File: src/rtl/ws2812b_pkg.sv
// WS2812B line timing in ns, the ns-to-cycle conversion and the decoder state type.
package ws2812b_pkg;

    localparam int T0H_NS   = 400;
    localparam int T0L_NS   = 850;
    localparam int T1H_NS   = 800;
    localparam int T1L_NS   = 450;
    localparam int RESET_NS = 50000;

    typedef enum logic [1:0] {
        SYNC = 2'd0,
        RUN  = 2'd1,
        HIGH = 2'd2
    } rxState_t;

    // Truncating conversion; callers pick thresholds knowing this rounds down.
    function automatic int nsToCycles(input int ns, input int periodNs);
        return ns / periodNs;
    endfunction

endpackage

File: src/rtl/ws2812b_din_sync.sv
// Brings the asynchronous WS2812B line into clk and flags its rising and falling edges.
module ws2812b_din_sync (
    input  logic clk,
    input  logic reset_n,
    input  logic din,
    output logic dinS,
    output logic rise,
    output logic fall
);

    logic meta;
    logic dinQ;

    always_ff @(posedge clk or negedge reset_n) begin
        if (!reset_n) begin
            meta <= 1'b0;
            dinS <= 1'b0;
            dinQ <= 1'b0;
        end else begin
            meta <= din;
            dinS <= meta;
            dinQ <= dinS;
        end
    end

    assign rise = dinS & ~dinQ;
    assign fall = ~dinS & dinQ;

endmodule

File: src/rtl/ws2812b_rx_decoder.sv
// Times WS2812B high pulses into bits, assembles MSB-first 24-bit pixels and
// detects the low reset gap that ends a frame.
//   state | meaning
//   SYNC  | waiting for a full low gap before trusting the line
//   RUN   | line low between bits, low time is being measured
//   HIGH  | line high, pulse width is being measured
module ws2812b_rx_decoder
    import ws2812b_pkg::*;
#(
    parameter int CLK_PERIOD_NS = 10,
    parameter int T_MIN_HIGH_NS = T0H_NS / 2,
    parameter int T_THRESH_NS   = (T0H_NS + T1H_NS) / 2,
    parameter int T_MAX_HIGH_NS = T0H_NS + T1H_NS,
    parameter int T_RESET_NS    = RESET_NS
) (
    input  logic        clk,
    input  logic        reset_n,
    input  logic        enable,
    input  logic        DIN,
    output logic [23:0] pixel_data,
    output logic        pixel_valid,
    output logic [15:0] pixel_index,
    output logic        frame_done,
    output logic [15:0] frame_pixels,
    output logic        bit_error,
    output logic        busy
);

    localparam int MIN_CYC = nsToCycles(T_MIN_HIGH_NS, CLK_PERIOD_NS);
    localparam int THR_CYC = nsToCycles(T_THRESH_NS, CLK_PERIOD_NS);
    localparam int MAX_CYC = nsToCycles(T_MAX_HIGH_NS, CLK_PERIOD_NS);
    localparam int RST_CYC = nsToCycles(T_RESET_NS, CLK_PERIOD_NS);
    localparam int CNT_W   = ($clog2(RST_CYC + 1) > 16) ? $clog2(RST_CYC + 1) : 16;

    localparam logic [CNT_W-1:0] ONE_C  = CNT_W'(1);
    localparam logic [CNT_W-1:0] MIN_C  = CNT_W'(MIN_CYC);
    localparam logic [CNT_W-1:0] THR_C  = CNT_W'(THR_CYC);
    localparam logic [CNT_W-1:0] MAX_C  = CNT_W'(MAX_CYC);
    localparam logic [CNT_W-1:0] SAT_C  = CNT_W'(MAX_CYC + 1);
    localparam logic [CNT_W-1:0] RST_C  = CNT_W'(RST_CYC);
    localparam logic [CNT_W-1:0] RST_M1 = CNT_W'(RST_CYC - 1);

    logic dinS;
    logic rise;
    logic fall;

    rxState_t         state;
    logic [CNT_W-1:0] lowCnt;
    logic [CNT_W-1:0] highCnt;
    logic [4:0]       bitCnt;
    logic [15:0]      pixelCnt;
    logic [23:0]      shreg;
    logic             pixelDone;

    ws2812b_din_sync u_din_sync (
        .clk     (clk),
        .reset_n (reset_n),
        .din     (DIN),
        .dinS    (dinS),
        .rise    (rise),
        .fall    (fall)
    );

    always_ff @(posedge clk or negedge reset_n) begin
        if (!reset_n) begin
            state        <= SYNC;
            lowCnt       <= '0;
            highCnt      <= '0;
            bitCnt       <= '0;
            pixelCnt     <= '0;
            shreg        <= '0;
            pixelDone    <= 1'b0;
            pixel_data   <= '0;
            pixel_valid  <= 1'b0;
            pixel_index  <= '0;
            frame_done   <= 1'b0;
            frame_pixels <= '0;
            bit_error    <= 1'b0;
        end else begin
            pixel_valid <= 1'b0;
            frame_done  <= 1'b0;
            bit_error   <= 1'b0;
            pixelDone   <= 1'b0;
            if (!enable) begin
                state    <= SYNC;
                lowCnt   <= '0;
                highCnt  <= '0;
                bitCnt   <= '0;
                pixelCnt <= '0;
            end else begin
                if (pixelDone) begin
                    pixel_data  <= shreg;
                    pixel_index <= pixelCnt;
                    pixel_valid <= 1'b1;
                    if (pixelCnt != 16'hFFFF) pixelCnt <= pixelCnt + 16'd1;
                end
                case (state)
                    SYNC: begin
                        bitCnt   <= '0;
                        pixelCnt <= '0;
                        if (dinS) begin
                            lowCnt <= '0;
                        end else if (lowCnt == RST_M1) begin
                            lowCnt <= RST_C;
                            state  <= RUN;
                        end else begin
                            lowCnt <= lowCnt + ONE_C;
                        end
                    end
                    RUN: begin
                        if (rise) begin
                            state   <= HIGH;
                            highCnt <= ONE_C;
                            lowCnt  <= '0;
                        end else if (lowCnt != RST_C) begin
                            lowCnt <= lowCnt + ONE_C;
                            // A gap with a partial pixel still closes the frame, but flags the loss.
                            if (lowCnt == RST_M1 && (pixelCnt != 16'd0 || bitCnt != 5'd0)) begin
                                frame_done   <= 1'b1;
                                frame_pixels <= pixelCnt;
                                bit_error    <= (bitCnt != 5'd0);
                                pixelCnt     <= '0;
                                bitCnt       <= '0;
                            end
                        end
                    end
                    HIGH: begin
                        if (fall) begin
                            lowCnt <= ONE_C;
                            if (highCnt < MIN_C) begin
                                bit_error <= 1'b1;
                                state     <= SYNC;
                                lowCnt    <= '0;
                            end else begin
                                shreg <= {shreg[22:0], (highCnt >= THR_C)};
                                state <= RUN;
                                if (bitCnt == 5'd23) begin
                                    bitCnt    <= '0;
                                    pixelDone <= 1'b1;
                                end else begin
                                    bitCnt <= bitCnt + 5'd1;
                                end
                            end
                        end else if (highCnt == MAX_C) begin
                            bit_error <= 1'b1;
                            highCnt   <= SAT_C;
                            lowCnt    <= '0;
                            state     <= SYNC;
                        end else begin
                            highCnt <= highCnt + ONE_C;
                        end
                    end
                    default: state <= SYNC;
                endcase
            end
        end
    end

    assign busy = (state == HIGH) || (state == RUN && bitCnt != 5'd0);

endmodule

File: config.mk
export PLATFORM = sky130hd
export DESIGN_NAME = ws2812b_rx_decoder
export DESIGN_NICKNAME = d
export VERILOG_FILES = /design/src/rtl/ws2812b_pkg.sv /design/src/rtl/ws2812b_din_sync.sv /design/src/rtl/ws2812b_rx_decoder.sv
export SDC_FILE = /design/constraint.sdc
export NUM_CORES = 1
export LEC_CHECK = 0
export ABC_CLOCK_PERIOD_IN_PS = 2420
export BUFFER_PORTS_ARGS = -buffer_cell sky130_fd_sc_hd__buf_2
export CAP_MARGIN = 20
export CORE_MARGIN = 3
export CORE_UTILIZATION = 54
export CTS_CLUSTER_DIAMETER = 30
export DETAILED_ROUTE_END_ITERATION = 12
export PLACE_DENSITY = 0.77
export REMOVE_ABC_BUFFERS = 1
export SLEW_MARGIN = 10
export SYNTH_ARGS = -nofsm -noshare
export SYNTH_HDL_FRONTEND = slang
export SYNTH_HIERARCHICAL = 1
export SYNTH_SLANG_ARGS = --single-unit
File: constraint.sdc
create_clock -name clk -period 2.42 [get_ports clk]
set_input_delay 0.484 -clock clk [delete_from_list [all_inputs] [get_ports clk]]
set_output_delay 0.484 -clock clk [all_outputs]
set_load 0.005 [all_outputs]
Yosys cells after proc, flatten, opt, wreduce, memory -nomap -nowiden --
Index checks and enable logic that the tools add are counted.
Storage, ports and cells: register bits 142
Operators by class: bitwise gates (word level) 6, $add $sub $neg 4, eq/ne operators 20, magnitude comparators 2, reductions and logical operators 14, multiplexer cells 57
Operator list (number):
- $mux 16 | 17
- $pmux 16 s2 | 2
- $add 16x1->16 const B | 3
- $pmux 16 s3 | 1
- $mux 5 | 7
- $ne 3x3->1 const B | 9
- $mux 1 | 21
- $eq 16x13->1 const B | 1
- $eq 16x7->1 const B | 1
- $ge 16x6->1 const B | 1
- $lt 16x5->1 const B | 1
- $ne 16x13->1 const B | 1
- $ne 16x16->1 const B | 1
- $reduce_bool 16->1 | 1
- $pmux 5 s3 | 1
- $mux 2 | 6
- $ne 4x4->1 const B | 2
- $reduce_and 4->1 | 2
- $pmux 2 s3 | 1
- $reduce_and 3->1 | 2
- $reduce_and 6->1 | 1
- $add 5x1->5 const B | 1
- $eq 5x5->1 const B | 1
- $reduce_and 5->1 | 1
- 12 further kinds | 18

Longest topological paths before layout --
Gate-level depths: netlist (run 1).
depth after elaboration 8, gate-level depth with buffers 9

By module --
The synthesis (run 1) kept the hierarchy.
By module, submodules not included:
- ws2812b_rx_decoder | cells an instance 645, area each 6751.5 um2, times used 1, seq. area each 3478.3 um2
- ws2812b_din_sync | cells an instance 5, area each 90.1 um2, times used 1, seq. area each 75.1 um2

Worst setup path before layout (run 1) --
Ideal clock, no wire load.
path type reg2reg, from reg lowCnt[13], to reg frame_pixels[10], data arrival time 2213 ps, slack 82 ps, setup time 125 ps, stages on the path, launching flop included 7, cells stage by stage dfrtp_1 > or4b_1 > buf_2 > nor4_4 > o2111ai_4 > buf_6 > mux2_4
On the way: cells in the longest elaborated chain, start to end 3
RTL lines:
- start, declared | RTL line ws2812b_rx_decoder.sv:48 | logic [CNT_W-1:0] lowCnt;
- start signal, assigned | RTL line ws2812b_rx_decoder.sv:107 | lowCnt <= lowCnt + ONE_C;
- start signal, assigned | RTL line ws2812b_rx_decoder.sv:116 | lowCnt <= lowCnt + ONE_C;
- $eq 16x13->1 | RTL line ws2812b_rx_decoder.sv:118 | if (lowCnt == RST_M1 && (pixelCnt != 16'd0 || bitCnt != 5'd0)) begin
- $logic_and 1x1->1 | RTL line ws2812b_rx_decoder.sv:118
- $reduce_and 5->1 (no source line) (*)
- end signal, assigned | RTL line ws2812b_rx_decoder.sv:120 | frame_pixels <= pixelCnt;
- end, declared | RTL line ws2812b_rx_decoder.sv:24 | output logic [15:0] frame_pixels,
Every way passes the cells marked *; elsewhere a longest branch is shown, timed or not. A chain may end at the register's enable or synchronous reset.

Worst setup path in the final report (run 1) --
from reg lowCnt[1], to reg bitCnt[2]
On the way: cells in the longest elaborated chain, start to end 4
RTL lines:
- $eq 16x13->1 | RTL line ws2812b_rx_decoder.sv:118
- $logic_and 1x1->1 | RTL line ws2812b_rx_decoder.sv:118
- $ne 3x3->1 (no source line)
- $reduce_and 6->1 (no source line) (*)
- end signal, assigned | RTL line ws2812b_rx_decoder.sv:141 | bitCnt <= bitCnt + 5'd1;
- end, declared | RTL line ws2812b_rx_decoder.sv:50 | logic [4:0] bitCnt;
Marks and branches as above.

==> results of run 1 <==
path summary, 6_finish.rpt:
check / endpoint / slack, ps / cells after the start
max reg2reg: bitCnt[2] / 110 / 6
min: pixel_data[9] / 50 / 1
min in group clk: u_din_sync/meta / 170 / 1
min reg2reg: u_din_sync/dinS / 370 / 0
max in group asynchronous: pixel_data[5] / 1650 / 2
max: bitCnt[2] / 110 / 6
cells by family after synthesis:
logic type / after synthesis / share of synthesized area [%]
fa+ha+maj: 13 / 2.38
xor+xnor: 13 / 1.66
compound gates: 101 / 11.0
mux: 57 / 9.64
simple gates: 269 / 20.0
buf+inv: 55 / 3.37
flops: 142 / 51.9
layer usage:
metal  global-route usage, %  up-vias  share of wire (%)
met1                    30.0     2682                 44
met3                    4.98       22                4.4
met2                    39.2      158                 50
li1                        -     2487                  -
met5                       0        -                  0
met4                    6.73        0                1.2
final cells by class:
| class | count | share of cell area [%] |
|---|---|---|
| Sequential cell | 142 | 43.6 |
| Multi-Input combinational cell | 453 | 38.0 |
| Timing Repair Buffer | 101 | 7.94 |
| Clock buffer | 23 | 5.98 |
| Tap cell | 168 | 2.58 |
| Clock inverter | 9 | 1.04 |
| Inverter | 20 | 0.920 |
flip-flops by register name, indices dropped and copies added, names as in the netlist, 2 cells and up:
signal and flops:
shreg 24, bitCnt 5, lowCnt 16, highCnt 16, pixel_index 16, state 2
frame_pixels 16, pixelCnt 16, pixel_data 24
what timing repair did:
item | CTS | global route
hold endpoints to repair | 0 | 0
pin swaps | 0 | 2
buffers inserted | 0 | 4
resized for setup | 1 | 8
setup endpoints to repair | 15 | 33
stage by stage:
stage / TNS [ps] / power [W]
2_1_floorplan: -170 / 0.00307
6_report: 0 / 0.00592
3_5_place_dp: -970 / 0.00343
3_3_place_gp: 0 / 0.00339
4_1_cts: 0 / 0.00592
5_1_grt: -5.17 / 0.00617
power groups by stage:
stage / combinational [W] / clock (W) / sequential [W]
after floorplan: 0.000581 / 0 / 0.00249
after global placement: 0.000899 / 0 / 0.00249
after detailed placement: 0.000940 / 0 / 0.00249
after CTS: 0.000947 / 0.00252 / 0.00245
after global routing: 0.00108 / 0.00263 / 0.00246
final: 0.000972 / 0.00249 / 0.00245
cell usage in the layout (no fill, tap or decap), types with 4 or more instances in the layout:
master       n
o41ai_2      5
and2_1       5
and3_1       8
clkbuf_16   17
dfrtp_1    142
a31oi_1      6
nand4b_1     4
o211ai_1     4
nand2_1    108
nor4_1       9
mux2_2      47
or3_1        6
o31ai_1      9
nand4_1     12
a22o_1       6
nor3_1      17
nand3_1     21
and4_1       4
buf_2       62
clkbuf_8     4
buf_4       34
ha_1        12
nor2_1      44
a21oi_1     11
inv_1       20
mux2_4       6
xor2_1       8
xnor2_1      5
nor2b_1      5
mux2i_1      4
o21ai_0     28
==> impl_metrics.py, run 1 <==
metrics = {
    "layout": {
        "final_cell_area_um2": 8160,
        "nets": 752,
        "diodes": 0,
        "instances_no_fill": 916,
        "multi_input_area_um2": 3100,
        "area_growth_pct": 19.3,
        "fillers": 956,
        "seqCellArea_um2": 3550,
        "utilization_pct": 66.8,
        "layout-drive-gt1-share_pct": 27.8,
    },
    "timing": {
        "hold_viol_final": 0,
        "fin_ws_ps": 111,
        "period_needed_ps": 2310,
        "fin_crit_sh_pct": 95.4,
        "worst_hold_slack_ps": 48.4,
        "fmax_mhz": 433,
        "skew_ps": 5.60,
        "relSlewSlack_pct": 56.9,
        "slew_violations": 0,
        "tightest_slew_ps": 641,
        "setup_viol": 0,
    },
    "power_and_ir_drop": {
        "clock_power_share_pct": 42.1,
        "p_int_w": 0.00427,
        "power_density_nw_per_um2": 725,
        "switchingPower_w": 0.00165,
        "combPwrFrac_pct": 16.4,
        "ir_drop_v": 0.000453,
        "p_sw_share_pct": 27.9,
        "leakagePower_nw": 4.13,
        "seqPwrFrac_pct": 41.4,
    },
    "cts": {
        "cts_sinks": 142,
        "cts-root-buf": "clkbuf_16",
        "h-tree-depth": 4,
        "hold_buffers": 0,
        "clock_latency_ps": 420,
        "path_clk_slew_ps": 60,
        "cts_tree": "done",
        "clockBufferDepth": 2,
        "cts_buffers": 17,
    },
    "yosys": {
        "yosys-top-cells-count": "142 x dfrtp_1, 109 x nand2_1, 47 x mux2_2",
        "ys.flop_type": "dfrtp_1",
        "ys_ff_latch": 142,
        "netlist_area_um2": 6840,
        "synth.most_common_cell": "dfrtp_1",
        "ys_warn_count": 6,
        "yosysTopAreaCell": "dfrtp_1",
        "synth-async-reset-ratio_pct": 100,
        "synth-seq-area-share_pct": 51.9,
        "syn_area_per_cell_um2": 10.5,
        "synth.distinct_cells": 68,
        "yosys-top-cells-area": "dfrtp_1 52%, mux2_2 7.7%, nand2_1 6.0%",
        "yosys.area.top_type_share_pct": 51.9,
        "synth-edff-count": 0,
        "syn_inst": 650,
    },
    "setup_path": {
        "path_cells": "ha_2 > or4bb_1 > o41ai_2 > o21a_2 > nand2_1 > a221o_1",
        "crit_arrival_ps": 2610,
        "cp-startpoint": "lowCnt[1]",
        "crit_family": "compound AO/OA/AOI/OAI gates",
        "required_ps": 2720,
        "crit_path_start_kind": "flip-flop",
        "crit_type": "flip-flop to flip-flop",
        "timing.critical_path.buf_inv": 0,
        "rr_startpoint": "lowCnt[1]",
        "cp_max_fo": 6,
        "slowest_stage": "or4bb_1",
        "critPathMaxStageDelay_ps": 540,
        "critPathCaptureType": "flip-flop",
    },
    "grt": {
        "grt-ovfl-total": 0,
        "grt_pass1_wl_um": 26500,
        "grtUsageTotal_pct": 23.1,
        "antenna_found_initial": 0,
        "grt_max_degree": 62,
        "grt_pass1_vias": 5316,
    },
    "flow_run": {
        "maxCapViolations": 0,
    },
    "placement": {
        "gp_congestion": 0.889,
        "dp.cells": 880,
        "post-place-ws_ps": -104,
        "hpwl_um": 10300,
        "port_buffers": 63,
        "post_dp_cell_area_um2": 7510,
    },
    "die": {
        "initial_core_util_pct": 56.0,
        "die_w_um": 119,
        "rows": 40,
        "core_um2": 12200,
        "die_h_um": 119,
        "dieArea_um2": 14100,
        "ioPinCount": 64,
    },
    "worst_hold_path": {
        "hp-class": "input port to async pin",
    },
    "routing": {
        "drt_iter0_drc": 557,
        "ant_nets": 0,
        "wl_per_cell_um": 17.0,
        "drtPass1Iterations": 7,
        "via_per_inst": 5.84,
        "drt_wl_total_um": 15500,
        "vias": 5349,
        "drcViolationCount": 0,
    },
    "run_status": {
        "status": "finished clean",
    },
}
No activity file was read; power rests on OpenSTA's default activity.
==> inputs of run 2 (changes only) <==
CORE_UTILIZATION = 23   (was 54)
PLACE_DENSITY = default   (was 0.77)
==> run 2 against run 1 <==
Count of clock-buffer cells in the layout is 6 lower. Largest cell class unchanged. Critical path depth is 1 higher. Register-to-register slack hardly changed. Clock power is 13% higher. Sequential power hardly changed. Power is 5.3% higher. Via count is 3.5% lower. Core utilization is 37 points lower. Die area is 130% higher. Wire length is 0.86% higher. Critical path type is now flip-flop to output pin. Highest routed layer is now met5. Worst hold slack worse by 27 ps. Cell area is 4.9% higher.
==> impl_metrics.py, run 2 (synthesis gave the netlist of run 1 again) <==
metrics = {
    "run_status": {
        "status": "finished clean",
    },
    "power_and_ir_drop": {
        "p_sw_share_pct": 28.0,
        "switchingPower_w": 0.00174,
        "ir_drop_v": 0.000476,
        "seqPwrFrac_pct": 39.3,
        "clock_power_share_pct": 45.2,
        "combPwrFrac_pct": 15.5,
        "p_int_w": 0.00449,
        "power_density_nw_per_um2": 729,
        "leakagePower_nw": 4.21,
    },
    "grt": {
        "grt_pass1_wl_um": 26700,
        "grtUsageTotal_pct": 10.3,
        "antenna_found_initial": 1,
        "grt_max_degree": 54,
        "grt_pass1_vias": 5145,
        "grt-ovfl-total": 0,
    },
    "setup_path": {
        "crit_type": "flip-flop to output pin",
        "required_ps": 1940,
        "crit_arrival_ps": 1820,
        "cp_max_fo": 6,
        "crit_path_start_kind": "flip-flop",
        "critPathCaptureType": "output pin",
    },
    "die": {
        "rows": 62,
        "die_h_um": 178,
        "dieArea_um2": 31900,
        "core_um2": 29000,
        "die_w_um": 178,
        "ioPinCount": 64,
        "initial_core_util_pct": 23.6,
    },
    "placement": {
        "post-place-ws_ps": 66.3,
        "port_buffers": 63,
        "gp_congestion": 0.824,
        "dp.cells": 1114,
        "hpwl_um": 11100,
    },
    "cts": {
        "cts_buffers": 17,
        "clockBufferDepth": 2,
        "path_clk_slew_ps": 60,
        "cts_tree": "done",
        "cts_sinks": 142,
        "cts-root-buf": "clkbuf_16",
        "h-tree-depth": 4,
        "clock_latency_ps": 420,
    },
    "timing": {
        "relSlewSlack_pct": 61.7,
        "tightest_slew_ps": 570,
        "hold_viol_final": 0,
        "fmax_mhz": 433,
        "worst_hold_slack_ps": 21.2,
        "rsz0062_at_grt": "no",
        "slew_violations": 0,
        "setup_viol": 0,
        "fin_crit_sh_pct": 95.3,
        "period_needed_ps": 2310,
        "fin_ws_ps": 113,
        "skew_ps": 15.5,
    },
    "routing": {
        "m1WireLength_um": 7580,
        "drt_iter0_drc": 574,
        "vias": 5160,
        "drtPass1Iterations": 7,
        "ant_nets": 0,
        "top_layer": "met5",
        "drcViolationCount": 0,
        "via_per_inst": 4.50,
        "wl_per_cell_um": 13.7,
        "drt_wl_total_um": 15700,
        "route.met3.wl_um": 635,
        "wl_met2_um": 7290,
    },
    "layout": {
        "seqCellArea_um2": 3550,
        "multi_input_area_um2": 3080,
        "fillers": 2992,
        "top_regs": "pixel_data: 24 flops, shreg: 24 flops",
        "layout_commonest_cell": "dfrtp_1",
        "layout-drive-gt1-share_pct": 29.0,
        "instances_no_fill": 1147,
        "layout_common_cells": "142 x dfrtp_1, 108 x nand2_1, 62 x buf_2",
        "area_growth_pct": 25.1,
        "nets": 766,
    },
    "flow_run": {
        "maxCapViolations": 0,
    },
    "worst_hold_path": {
        "hp-class": "input port to async pin",
    },
}
==> run 2: cell count changes in the layout (fill, tap and decap cells not counted), moves of 2 or more <==
cell       before  now
buf_4          34   50
clkbuf_8        4    0
bufinv_16       1    4
inv_6           0    3
clkbuf_1        2    0
==> run 2: worst paths after layout <==
check | cells after the start | endpoint | from | slack, ps
worst max-delay path | 7 | busy | bitCnt[0] | 110
worst max register to register | 7 | lowCnt[13] | lowCnt[6] | 120
worst min-delay path | 1 | pixel_data[15] | reset_n | 20
max in group asynchronous | 2 | pixelCnt[11] | reset_n | 1750
worst min register to register | 0 | u_din_sync/dinS | u_din_sync/meta | 350
min in group clk | 1 | u_din_sync/meta | DIN | 200
==> run 2: layout make-up <==
class,count,area share [%]
diodes,1,0.0292
clock buffers,17,4.97
clock inverters,15,2.44
inverters,20,0.877
multi-input cells,453,35.9
flip-flops and latches,142,41.5
well taps,384,5.61
repair buffers,115,8.61
==> run 2: routing by layer <==
metal  GRT usage (%)  vias to the layer above
met5               0                        -
met1            14.0                     2524
met4            3.18                        2
met2            16.3                       99
li1                -                     2521
met3            2.55                       14
==> run 2: repair_timing <==
action / 4_1_cts / 5_1_grt
endpoints found under the setup margin: 0 / 3
buffers inserted: 0 / 0
hold buffers: 0 / 0
resized for setup: 0 / 3
==> run 2: through the flow <==
stage / cell area (µm²) / power (W) / utilization, % / setup TNS (ps)
floorplan: 6690 / 0.00307 / - / -170
global placement: 7910 / 0.00345 / 27.3 / 0
detailed placement: 7910 / 0.00345 / 27.3 / 0
CTS: 8540 / 0.00631 / 29.4 / 0
global route: 8560 / 0.00654 / 29.5 / 0
finish: 8560 / 0.00623 / 29.5 / 0
==> run 2: worst max-delay path, stage by stage, from the launching register on <==
cell     delay [ps]
dfrtp_1         430
inv_1            80
ha_1            140
nor4b_2         190
buf_4           150
inv_1            50
a21o_1          230
buf_2           140
==> run 2: power groups by stage <==
stage | clock network, W | registers [W] | logic (W)
2_1_floorplan | 0 | 0.00249 | 0.000581
3_3_place_gp | 0 | 0.00250 | 0.000950
3_5_place_dp | 0 | 0.00250 | 0.000956
4_1_cts | 0.00290 | 0.00245 | 0.000963
5_1_grt | 0.00300 | 0.00246 | 0.00108
6_report | 0.00282 | 0.00245 | 0.000967
==> inputs of run 3 (changes only) <==
MAX_ROUTING_LAYER = met4   (was default)
==> run 3 against run 2 <==
Die area did not move. Non-clock buffer count is the same. Sequential power is essentially flat. Maximum frequency is 0.17% higher. Core utilization is the same. Global-route usage increased by 0.31 points. Final cell count unchanged. Sequential cell count is the same. Worst hold slack improved by 1.0 ps. First-iteration DRC count is 4.5% lower. Sequential share of layout area did not move. Critical endpoint unchanged.
==> impl_metrics.py, run 3 (synthesis gave the netlist of run 1 again) <==
metrics = {
    "run_status": {
        "status": "finished clean",
    },
    "cts": {
        "cts_sinks": 142,
        "cts-root-buf": "clkbuf_16",
        "cts_buffers": 17,
        "clock_latency_ps": 420,
        "clockBufferDepth": 2,
        "cts_tree": "done",
        "postCtsSetupBuffers": 0,
        "h-tree-depth": 4,
        "path_clk_slew_ps": 60,
    },
    "placement": {
        "post_dp_cell_area_um2": 7910,
        "hpwl_um": 11100,
        "dp.cells": 1114,
        "port_buffers": 63,
        "gp_congestion": 0.837,
    },
    "die": {
        "dieArea_um2": 31900,
        "ioPinCount": 64,
        "die_w_um": 178,
        "rows": 62,
        "die_h_um": 178,
        "core_um2": 29000,
        "initial_core_util_pct": 23.6,
    },
    "grt": {
        "busiest_layer": "met2",
        "grt_pass1_vias": 5133,
        "grt_use_met3_pct": 2.55,
        "grt_max_degree": 54,
        "antenna_found_initial": 1,
        "grt_pass1_wl_um": 26700,
        "use_met1_pct": 14.0,
        "grtUsageMet2_pct": 16.2,
        "grtUsageTotal_pct": 10.6,
        "grt-ovfl-total": 0,
    },
    "flow_run": {
        "maxCapViolations": 0,
    },
    "layout": {
        "layout-drive-gt1-share_pct": 29.0,
        "utilization_pct": 29.5,
        "final_cell_area_um2": 8560,
        "layout_commonest_cell": "dfrtp_1",
        "nets": 766,
        "layout_common_cells": "142 x dfrtp_1, 108 x nand2_1, 62 x buf_2",
        "instances_no_fill": 1147,
        "top_regs": "pixel_data: 24 flops, shreg: 24 flops",
        "area_growth_pct": 25.1,
    },
    "timing": {
        "period_needed_ps": 2300,
        "rsz0062_at_grt": "no",
        "worst_hold_slack_ps": 22.3,
        "skew_ps": 15.3,
        "fmax_mhz": 434,
        "fin_tns_setup_ps": 0,
        "slew_violations": 0,
        "hold_viol_final": 0,
        "fin_crit_sh_pct": 95.2,
        "setup_viol": 0,
        "relSlewSlack_pct": 61.1,
        "tightest_slew_ps": 578,
    },
    "setup_path": {
        "crit_path_start_kind": "flip-flop",
        "rr_startpoint": "lowCnt[6]",
        "cp_max_fo": 6,
        "reg2reg_setup_slack_ps": 120,
        "r2r_cells": 7,
        "crit_arrival_ps": 1820,
        "required_ps": 1940,
        "crit_type": "flip-flop to output pin",
        "reg2reg_to": "lowCnt[13]",
        "critPathCaptureType": "output pin",
    },
    "routing": {
        "drcViolationCount": 0,
        "drt_wl_total_um": 15700,
        "via_per_inst": 4.49,
        "vias": 5151,
        "wl_per_cell_um": 13.7,
        "ant_nets": 0,
        "drt_iter0_drc": 548,
        "drtPass1Iterations": 7,
    },
    "power_and_ir_drop": {
        "leakagePower_nw": 4.21,
        "power_density_nw_per_um2": 730,
        "ir_drop_v": 0.000476,
    },
    "worst_hold_path": {
        "hp-class": "input port to async pin",
    },
}
## run 3: timing repair
action                                  CTS  global route
hold buffers                              0             0
gates resized for setup                   0             3
endpoints found under the setup margin    0             3
## run 3: where the power goes
group	internal [W]	total [W]	switching, W
clock network	0.00174	0.00283	0.00109
registers	0.00241	0.00245	0.0000421
logic	0.000337	0.000967	0.000630
total	0.00449	0.00625	0.00176
## run 3: layout make-up
type	count	area [µm²]
fill	2993	20500
sequential	142	3550
multi-input combinational	453	3080
timing repair buffer	115	737
tap	384	480
clock buffer	17	425
clock inverter	15	209
inverter	20	75.1
antenna	1	2.50
## run 3: how the worst max path moves through the flow
stage / from / endpoint / slack (ps) / depth (start not counted)
after floorplan: highCnt[13] / bitCnt[4] / -110 / 5
after global placement: lowCnt[6] / bitCnt[2] / 120 / 5
after detailed placement: lowCnt[6] / bitCnt[2] / 70 / 5
after CTS: bitCnt[0] / busy / 20 / 7
after global routing: bitCnt[0] / busy / 20 / 7
final: bitCnt[0] / busy / 120 / 7
## run 3: through the flow
step	setup slack, ps	total power, W
after global routing	19.2	0.00654
final	117	0.00625
after global placement	116	0.00345
after detailed placement	66.3	0.00345
after floorplan	-105	0.00307
after CTS	15.8	0.00631
## run 3: critical path, cell delays in order (launching register included)
cell,delay [ps]
dfrtp_1,430
inv_1,80
ha_1,140
nor4b_2,190
buf_4,150
inv_1,50
a21o_1,230
buf_2,140
## run 3: per-layer routing
| metal | vias to the layer above | routed length (µm) |
|---|---|---|
| li1 | 2516 | - |
| met4 | 0 | 186 |
| met2 | 98 | 7220 |
| met3 | 18 | 619 |
| met1 | 2519 | 7640 |
| met5 | - | 0 |
